`src/rtl/pixel_reorder_stream_if.sv`:
```
// Pixel input bus from the compute array plus the raster-order output stream.
// slave is the reorder block's view; master is the surrounding system's view.
interface pixel_reorder_stream_if #(
   parameter int unsigned DATA_WIDTH = 32,
   parameter int unsigned RBG_SIZE   = 24
);
   logic                  px_valid_i;
   logic [DATA_WIDTH-1:0] xpixel_i;
   logic [DATA_WIDTH-1:0] ypixel_i;
   logic                  frame_i;
   logic [RBG_SIZE-1:0]   colour_i;
   logic                  full_queue;
   logic                  ready;
   logic [RBG_SIZE-1:0]   colour_o;
   logic                  valid;
   logic                  first;
   logic                  last_x;
   logic                  last_y;

   modport slave (
      input  px_valid_i, xpixel_i, ypixel_i, frame_i, colour_i, ready,
      output full_queue, colour_o, valid, first, last_x, last_y
   );

   modport master (
      output px_valid_i, xpixel_i, ypixel_i, frame_i, colour_i, ready,
      input  full_queue, colour_o, valid, first, last_x, last_y
   );
endinterface

```
`src/rtl/pixel_reorder_stream.sv`:
```
// Reorder window: accepts out-of-order pixel colours keyed by (x, y, frame parity)
// and re-emits them in strict raster order with valid/ready backpressure.
module pixel_reorder_stream #(
   parameter int unsigned DATA_WIDTH = 32,
   parameter int unsigned RBG_SIZE   = 24,
   parameter int unsigned IMG_W      = 640,
   parameter int unsigned IMG_H      = 480,
   parameter int unsigned WIN_DEPTH  = 16
) (
   input  logic                    clk,
   input  logic                    reset,
   pixel_reorder_stream_if.slave   px,
   output logic                    frame_done,
   output logic                    drop_err
);
   localparam int unsigned NumPix = IMG_W * IMG_H;
   localparam int unsigned LinW   = $clog2(NumPix);
   localparam int unsigned PtrW   = $clog2(WIN_DEPTH);
   localparam int unsigned XW     = (IMG_W > 1) ? $clog2(IMG_W) : 1;
   localparam int unsigned YW     = (IMG_H > 1) ? $clog2(IMG_H) : 1;

   logic [WIN_DEPTH-1:0] occ_q;
   logic [RBG_SIZE-1:0]  col_q [WIN_DEPTH];
   logic [PtrW-1:0]      head_ptr_q;
   logic [XW-1:0]        head_x_q;
   logic [YW-1:0]        head_y_q;
   logic [LinW-1:0]      head_lin_q;
   logic                 parity_q;
   logic                 frame_done_q;
   logic                 drop_err_q;

   logic            in_range, late, far, hit_head;
   logic            head_valid, xfer, at_last_x, last_pix;
   logic            accept, stall, drop;
   logic [LinW:0]   lin, off;
   logic [PtrW-1:0] wr_idx;

   assign in_range = (px.xpixel_i < DATA_WIDTH'(IMG_W)) && (px.ypixel_i < DATA_WIDTH'(IMG_H));
   assign lin      = (LinW+1)'(px.ypixel_i) * (LinW+1)'(IMG_W) + (LinW+1)'(px.xpixel_i);
   assign off      = lin - {1'b0, head_lin_q};
   assign late     = lin < {1'b0, head_lin_q};
   assign far      = off >= (LinW+1)'(WIN_DEPTH);
   assign wr_idx   = head_ptr_q + off[PtrW-1:0];

   assign head_valid = occ_q[head_ptr_q];
   assign xfer       = head_valid && px.ready;
   assign at_last_x  = head_x_q == XW'(IMG_W - 1);
   assign last_pix   = at_last_x && (head_y_q == YW'(IMG_H - 1));
   // The head pixel is already leaving, so a same-cycle write to it counts as late.
   assign hit_head   = (off == '0) && xfer;

   always_comb begin
      accept = 1'b0;
      stall  = 1'b0;
      drop   = 1'b0;
      if (px.px_valid_i && !reset) begin
         if (!in_range) begin
            drop = 1'b1;
         end else if (px.frame_i != parity_q) begin
            stall = 1'b1;
         end else if (late || hit_head) begin
            drop = 1'b1;
         end else if (far) begin
            stall = 1'b1;
         end else begin
            accept = 1'b1;
         end
      end
   end

   assign px.full_queue = stall;
   assign px.valid      = head_valid;
   assign px.colour_o   = head_valid ? col_q[head_ptr_q] : '0;
   assign px.first      = head_valid && (head_x_q == '0) && (head_y_q == '0);
   assign px.last_x     = head_valid && at_last_x;
   assign px.last_y     = head_valid && last_pix;
   assign frame_done    = frame_done_q;
   assign drop_err      = drop_err_q;

   always_ff @(posedge clk) begin
      if (reset) begin
         occ_q        <= '0;
         head_ptr_q   <= '0;
         head_x_q     <= '0;
         head_y_q     <= '0;
         head_lin_q   <= '0;
         parity_q     <= 1'b0;
         frame_done_q <= 1'b0;
         drop_err_q   <= 1'b0;
      end else begin
         frame_done_q <= xfer && last_pix;
         drop_err_q   <= drop;
         if (xfer) begin
            occ_q[head_ptr_q] <= 1'b0;
            head_ptr_q        <= head_ptr_q + PtrW'(1);
            if (last_pix) begin
               head_x_q   <= '0;
               head_y_q   <= '0;
               head_lin_q <= '0;
               parity_q   <= ~parity_q;
            end else begin
               head_lin_q <= head_lin_q + LinW'(1);
               if (at_last_x) begin
                  head_x_q <= '0;
                  head_y_q <= head_y_q + YW'(1);
               end else begin
                  head_x_q <= head_x_q + XW'(1);
               end
            end
         end
         // An accepted write never targets the head slot while it transfers.
         if (accept) begin
            occ_q[wr_idx] <= 1'b1;
         end
      end
   end

   // Colour storage needs no reset: it is only visible through an occupied slot.
   always_ff @(posedge clk) begin
      if (accept) begin
         col_q[wr_idx] <= px.colour_i;
      end
   end
endmodule

```
`src/flat_wrapper.sv`:
```
// flat-port wrapper written by rule: the top's interface ports become plain ports
module pixel_reorder_stream_flat 
#(
   parameter int unsigned DATA_WIDTH = 32,
   parameter int unsigned RBG_SIZE   = 24,
   parameter int unsigned IMG_W      = 640,
   parameter int unsigned IMG_H      = 480,
   parameter int unsigned WIN_DEPTH  = 16
)
  (clk, reset, frame_done, drop_err, px_px_valid_i, px_xpixel_i, px_ypixel_i, px_frame_i, px_colour_i, px_ready, px_full_queue, px_colour_o, px_valid, px_first, px_last_x, px_last_y);
  pixel_reorder_stream_if #(.DATA_WIDTH(DATA_WIDTH), .RBG_SIZE(RBG_SIZE)) px_i ();
  input  logic clk;
  input  logic reset;
  output logic frame_done;
  output logic drop_err;
  input wire logic [$bits(px_i.px_valid_i)-1:0] px_px_valid_i;
  input wire logic [$bits(px_i.xpixel_i)-1:0] px_xpixel_i;
  input wire logic [$bits(px_i.ypixel_i)-1:0] px_ypixel_i;
  input wire logic [$bits(px_i.frame_i)-1:0] px_frame_i;
  input wire logic [$bits(px_i.colour_i)-1:0] px_colour_i;
  input wire logic [$bits(px_i.ready)-1:0] px_ready;
  output wire logic [$bits(px_i.full_queue)-1:0] px_full_queue;
  output wire logic [$bits(px_i.colour_o)-1:0] px_colour_o;
  output wire logic [$bits(px_i.valid)-1:0] px_valid;
  output wire logic [$bits(px_i.first)-1:0] px_first;
  output wire logic [$bits(px_i.last_x)-1:0] px_last_x;
  output wire logic [$bits(px_i.last_y)-1:0] px_last_y;
  assign px_i.px_valid_i = px_px_valid_i;
  assign px_i.xpixel_i = px_xpixel_i;
  assign px_i.ypixel_i = px_ypixel_i;
  assign px_i.frame_i = px_frame_i;
  assign px_i.colour_i = px_colour_i;
  assign px_i.ready = px_ready;
  assign px_full_queue = px_i.full_queue;
  assign px_colour_o = px_i.colour_o;
  assign px_valid = px_i.valid;
  assign px_first = px_i.first;
  assign px_last_x = px_i.last_x;
  assign px_last_y = px_i.last_y;
  pixel_reorder_stream #(.DATA_WIDTH(DATA_WIDTH), .RBG_SIZE(RBG_SIZE), .IMG_W(IMG_W), .IMG_H(IMG_H), .WIN_DEPTH(WIN_DEPTH)) u_core (.clk(clk), .reset(reset), .px(px_i), .frame_done(frame_done), .drop_err(drop_err));
endmodule
```
`config.mk`:
```
export PLATFORM = sky130hd
export DESIGN_NAME = pixel_reorder_stream_flat
export DESIGN_NICKNAME = d
export VERILOG_FILES = /design/src/rtl/pixel_reorder_stream_if.sv /design/src/rtl/pixel_reorder_stream.sv /design/src/flat_wrapper.sv
export SDC_FILE = /design/constraint.sdc
export NUM_CORES = 1
export LEC_CHECK = 0
export BUFFER_PORTS_ARGS = -buffer_cell sky130_fd_sc_hd__buf_2
export CORE_ASPECT_RATIO = 0.6
export CORE_MARGIN = 2
export CORE_UTILIZATION = 25
export DETAILED_ROUTE_END_ITERATION = 8
export PLACE_DENSITY = 0.45
export SLEW_MARGIN = 20
export SYNTH_ARGS = -nofsm -noshare
export SYNTH_HDL_FRONTEND = slang
export SYNTH_SLANG_ARGS = --single-unit
```
`constraint.sdc`:
```
create_clock -name clk -period 25.4 [get_ports clk]
set_input_delay 3.81 -clock clk [delete_from_list [all_inputs] [get_ports clk]]
set_output_delay 3.81 -clock clk [all_outputs]
set_load 0.005 [all_outputs]
```
==> results.sh <==
export IMPL_seq_area_frac_synth_pct=63.3
export IMPL_drive_gt1_share_pct=26.4
export IMPL_place_port_buffers=123
export IMPL_cts_root_buf="clkbuf_16"
export IMPL_ir_drop_uv=59.0
export IMPL_htreeDepth=2
export IMPL_setup_tns_final_ns=0
export IMPL_synthArstFlopShare_pct=0
export IMPL_insertion_delay_ns=0.58
export IMPL_grt_max_degree=54
export IMPL_setup_viol=0
export IMPL_path_clk_slew_ns=0.06
export IMPL_power_density_mw_per_mm2=70.0
export IMPL_synth_cell_types=73
export IMPL_pre_cts_slack_ns=12.09
export IMPL_grt_pass1_wl_um=77300
export IMPL_fin_util_pct=29.6
export IMPL_r2r_cells=11
export IMPL_dieArea_sq_mm=0.0835
export IMPL_synth_ff_type="edfxtp_1"
export IMPL_cap_violations=0
export IMPL_place_gp_congestion=0.813
export IMPL_slew_headroom_pct=34.6
export IMPL_nets=1561
export IMPL_drc_errors=0
export IMPL_synth_top_area_cell="edfxtp_1"
export IMPL_clock_sinks=449
export IMPL_cts_resized=0
export IMPL_synth_top_area_share_pct=56.9
export IMPL_postCtsSetupBuffers=0
export IMPL_rsz0062_at_grt="false"
export IMPL_ant_nets=0
export IMPL_synth_nets=1426
export IMPL_cts_tree="done"
export IMPL_drv_slew=0
export IMPL_drt_iter0_markers=844
export IMPL_finClkSkew_ns=0.0181
export IMPL_avgSynthCellArea_sq_um=16.0
export IMPL_syn_inst=1265
export IMPL_cts_hold_buf=0
export IMPL_route_vias_total=11700
export IMPL_final_common_cell="edfxtp_1"
export IMPL_grt_overflow_total=0
export IMPL_ys_warnings_count=0
export IMPL_start_util_pct=25.4
export IMPL_worstMarginPinSlew_ns=0.980
export IMPL_synth_edf_count=384
export IMPL_path_class="primary input to output pin"
export IMPL_period_share_pct=52.6
export IMPL_dieWidth_um=372
export IMPL_antenna_found_initial=0
export IMPL_period_needed_ns=13.36
export IMPL_cts_max_path_buffers=3
export IMPL_min_path_type="flop to flop"
export IMPL_layout_setup_ws_ns=12.04
export IMPL_synth_seq_cells=449
export IMPL_hold_violations=0
export IMPL_end_kind="output pin"
export IMPL_syn_to_final_growth_pct=16.5
export IMPL_crit_fanout=17
export IMPL_io_pins=124
export IMPL_grt_total_usage_pct=12.4
export IMPL_worst_endpoint_arrival_ns=9.55
export IMPL_first_pass_iters=7
export IMPL_power_leakage_nw=7.52
export IMPL_final_cell_mix="edfxtp_1, mux4_2, buf_2"
export IMPL_die_h_um=225
export IMPL_holdPathStages=2
export IMPL_netlist_area_sq_mm=0.0203
export IMPL_clock_fmax_mhz=74.9
export IMPL_vias_per_cell=4.69
export IMPL_startpoint_type="primary input"
export IMPL_cp_required_ns=21.59
export IMPL_place_hpwl_um=30700
export IMPL_design_core_area_sq_mm=0.0799
export IMPL_synth_area_leaders="edfxtp_1, mux4_2, dfxtp_1"
export IMPL_status="finished, final reports clean"
export IMPL_rows=80
export IMPL_routed_wl_um=51500
export IMPL_cts_buffers=46
export IMPL_grt_pass1_vias=12000
export IMPL_wl_per_cell_um=20.6
export IMPL_whs_ns=0.489
-- area by class of cell --
class,count,area (sq um)
multi-input combinational,709,7090
tap,1066,1330
timing repair buffer,145,785
inverter,49,184
clock buffer,56,1190
sequential,449,12800
fill,7921,56300
antenna,1,2.50
clock inverter,22,196
-- layer usage --
| layer | wire [um] | GRT usage [%] |
|---|---|---|
| met5 | 0 | 0 |
| met4 | 789 | 2.81 |
| met3 | 2500 | 2.56 |
| met2 | 22800 | 18.6 |
| met1 | 25400 | 18.2 |
-- flip-flops by register name (all words and copies together), names as in the netlist, named ones only --
name               flops
u_core.head_ptr_q      4
u_core.head_lin_q     19
u_core.head_x_q       10
u_core.parity_q        1
u_core.col_q         384
u_core.drop_err        1
u_core.head_y_q        9
u_core.frame_done      1
u_core.occ_q          16
-- path summary, 6_finish.rpt --
kind	from	slack, ns	end
worst max-delay path	px_ypixel_i[1]	12.04	px_full_queue
worst min-delay path	u_core.head_lin_q[17]$_SDFFE_PP0P_	0.49	u_core.head_lin_q[17]$_SDFFE_PP0P_
worst max register to register	u_core.head_lin_q[8]$_SDFFE_PP0P_	20.55	u_core.col_q[15][5]$_DFFE_PP_
worst min register to register	u_core.head_lin_q[17]$_SDFFE_PP0P_	0.49	u_core.head_lin_q[17]$_SDFFE_PP0P_
-- synthesized netlist by cell type, drive strengths merged, types with 4 or more instances --
master,n
or3,15
nor2,64
a21oi,36
clkbuf,42
and2,28
or2,4
o41ai,4
o32ai,12
nand2,55
nand4,16
o211ai,9
a211oi,10
fa,4
and3,12
o21ai,40
or4,4
ha,64
nor3b,5
xor2,21
nand3,23
nand2b,7
nor2b,6
o2111ai,4
nor3,14
edfxtp,384
xnor2,40
dfxtp,65
o21a,5
buf,16
mux4,125
a21o,12
nor4,34
inv,49
-- report_power, final --
part           total (W)  leakage (nW)  internal [W]  switching (W)
Sequential      0.000798          3.98      0.000798   0.0000000135
Combinational   0.000213          2.88     0.0000805       0.000132
Clock           0.000641         0.660      0.000355       0.000287
-- critical path, cell delays in order --
cell,delay [ns]
buf_2,0.13
ha_1,0.29
ha_1,0.23
inv_1,0.07
fa_1,0.21
nor2b_1,0.05
o21ai_0,0.15
nand2_1,0.12
a21o_1,0.20
a21oi_1,0.23
xnor2_1,0.19
ha_1,0.30
and3_1,0.19
a211oi_1,0.18
o31a_1,0.23
xnor2_1,0.13
ha_1,0.33
o21ai_0,0.17
a21oi_1,0.11
or4_1,0.52
or4_4,0.54
nor4_4,0.31
o2111ai_4,0.44
nor3b_1,0.29
buf_2,0.13
-- kinds of logic after synthesis --
logic type	Yosys count	share of synthesized area (%)
xor gates and xnor gates	61	2.63
and+or+nand+nor	293	7.64
muxes	127	14.0
buffers and inverters	107	2.25
AOI/OAI and AO/OA	160	5.87
DFF	449	63.3
adders and majority gates	68	4.34
-- metrics by stage --
step           total power [W]  instances  cell area, sq um
6_report               0.00165       2497             23600
3_5_place_dp           0.00102       2417             22200
4_1_cts                0.00167       2495             23600
3_3_place_gp           0.00102       2417             22200
2_1_floorplan         0.000972       1265             20300
5_1_grt                0.00173       2496             23600
Power figures use the tool's default switching activity.
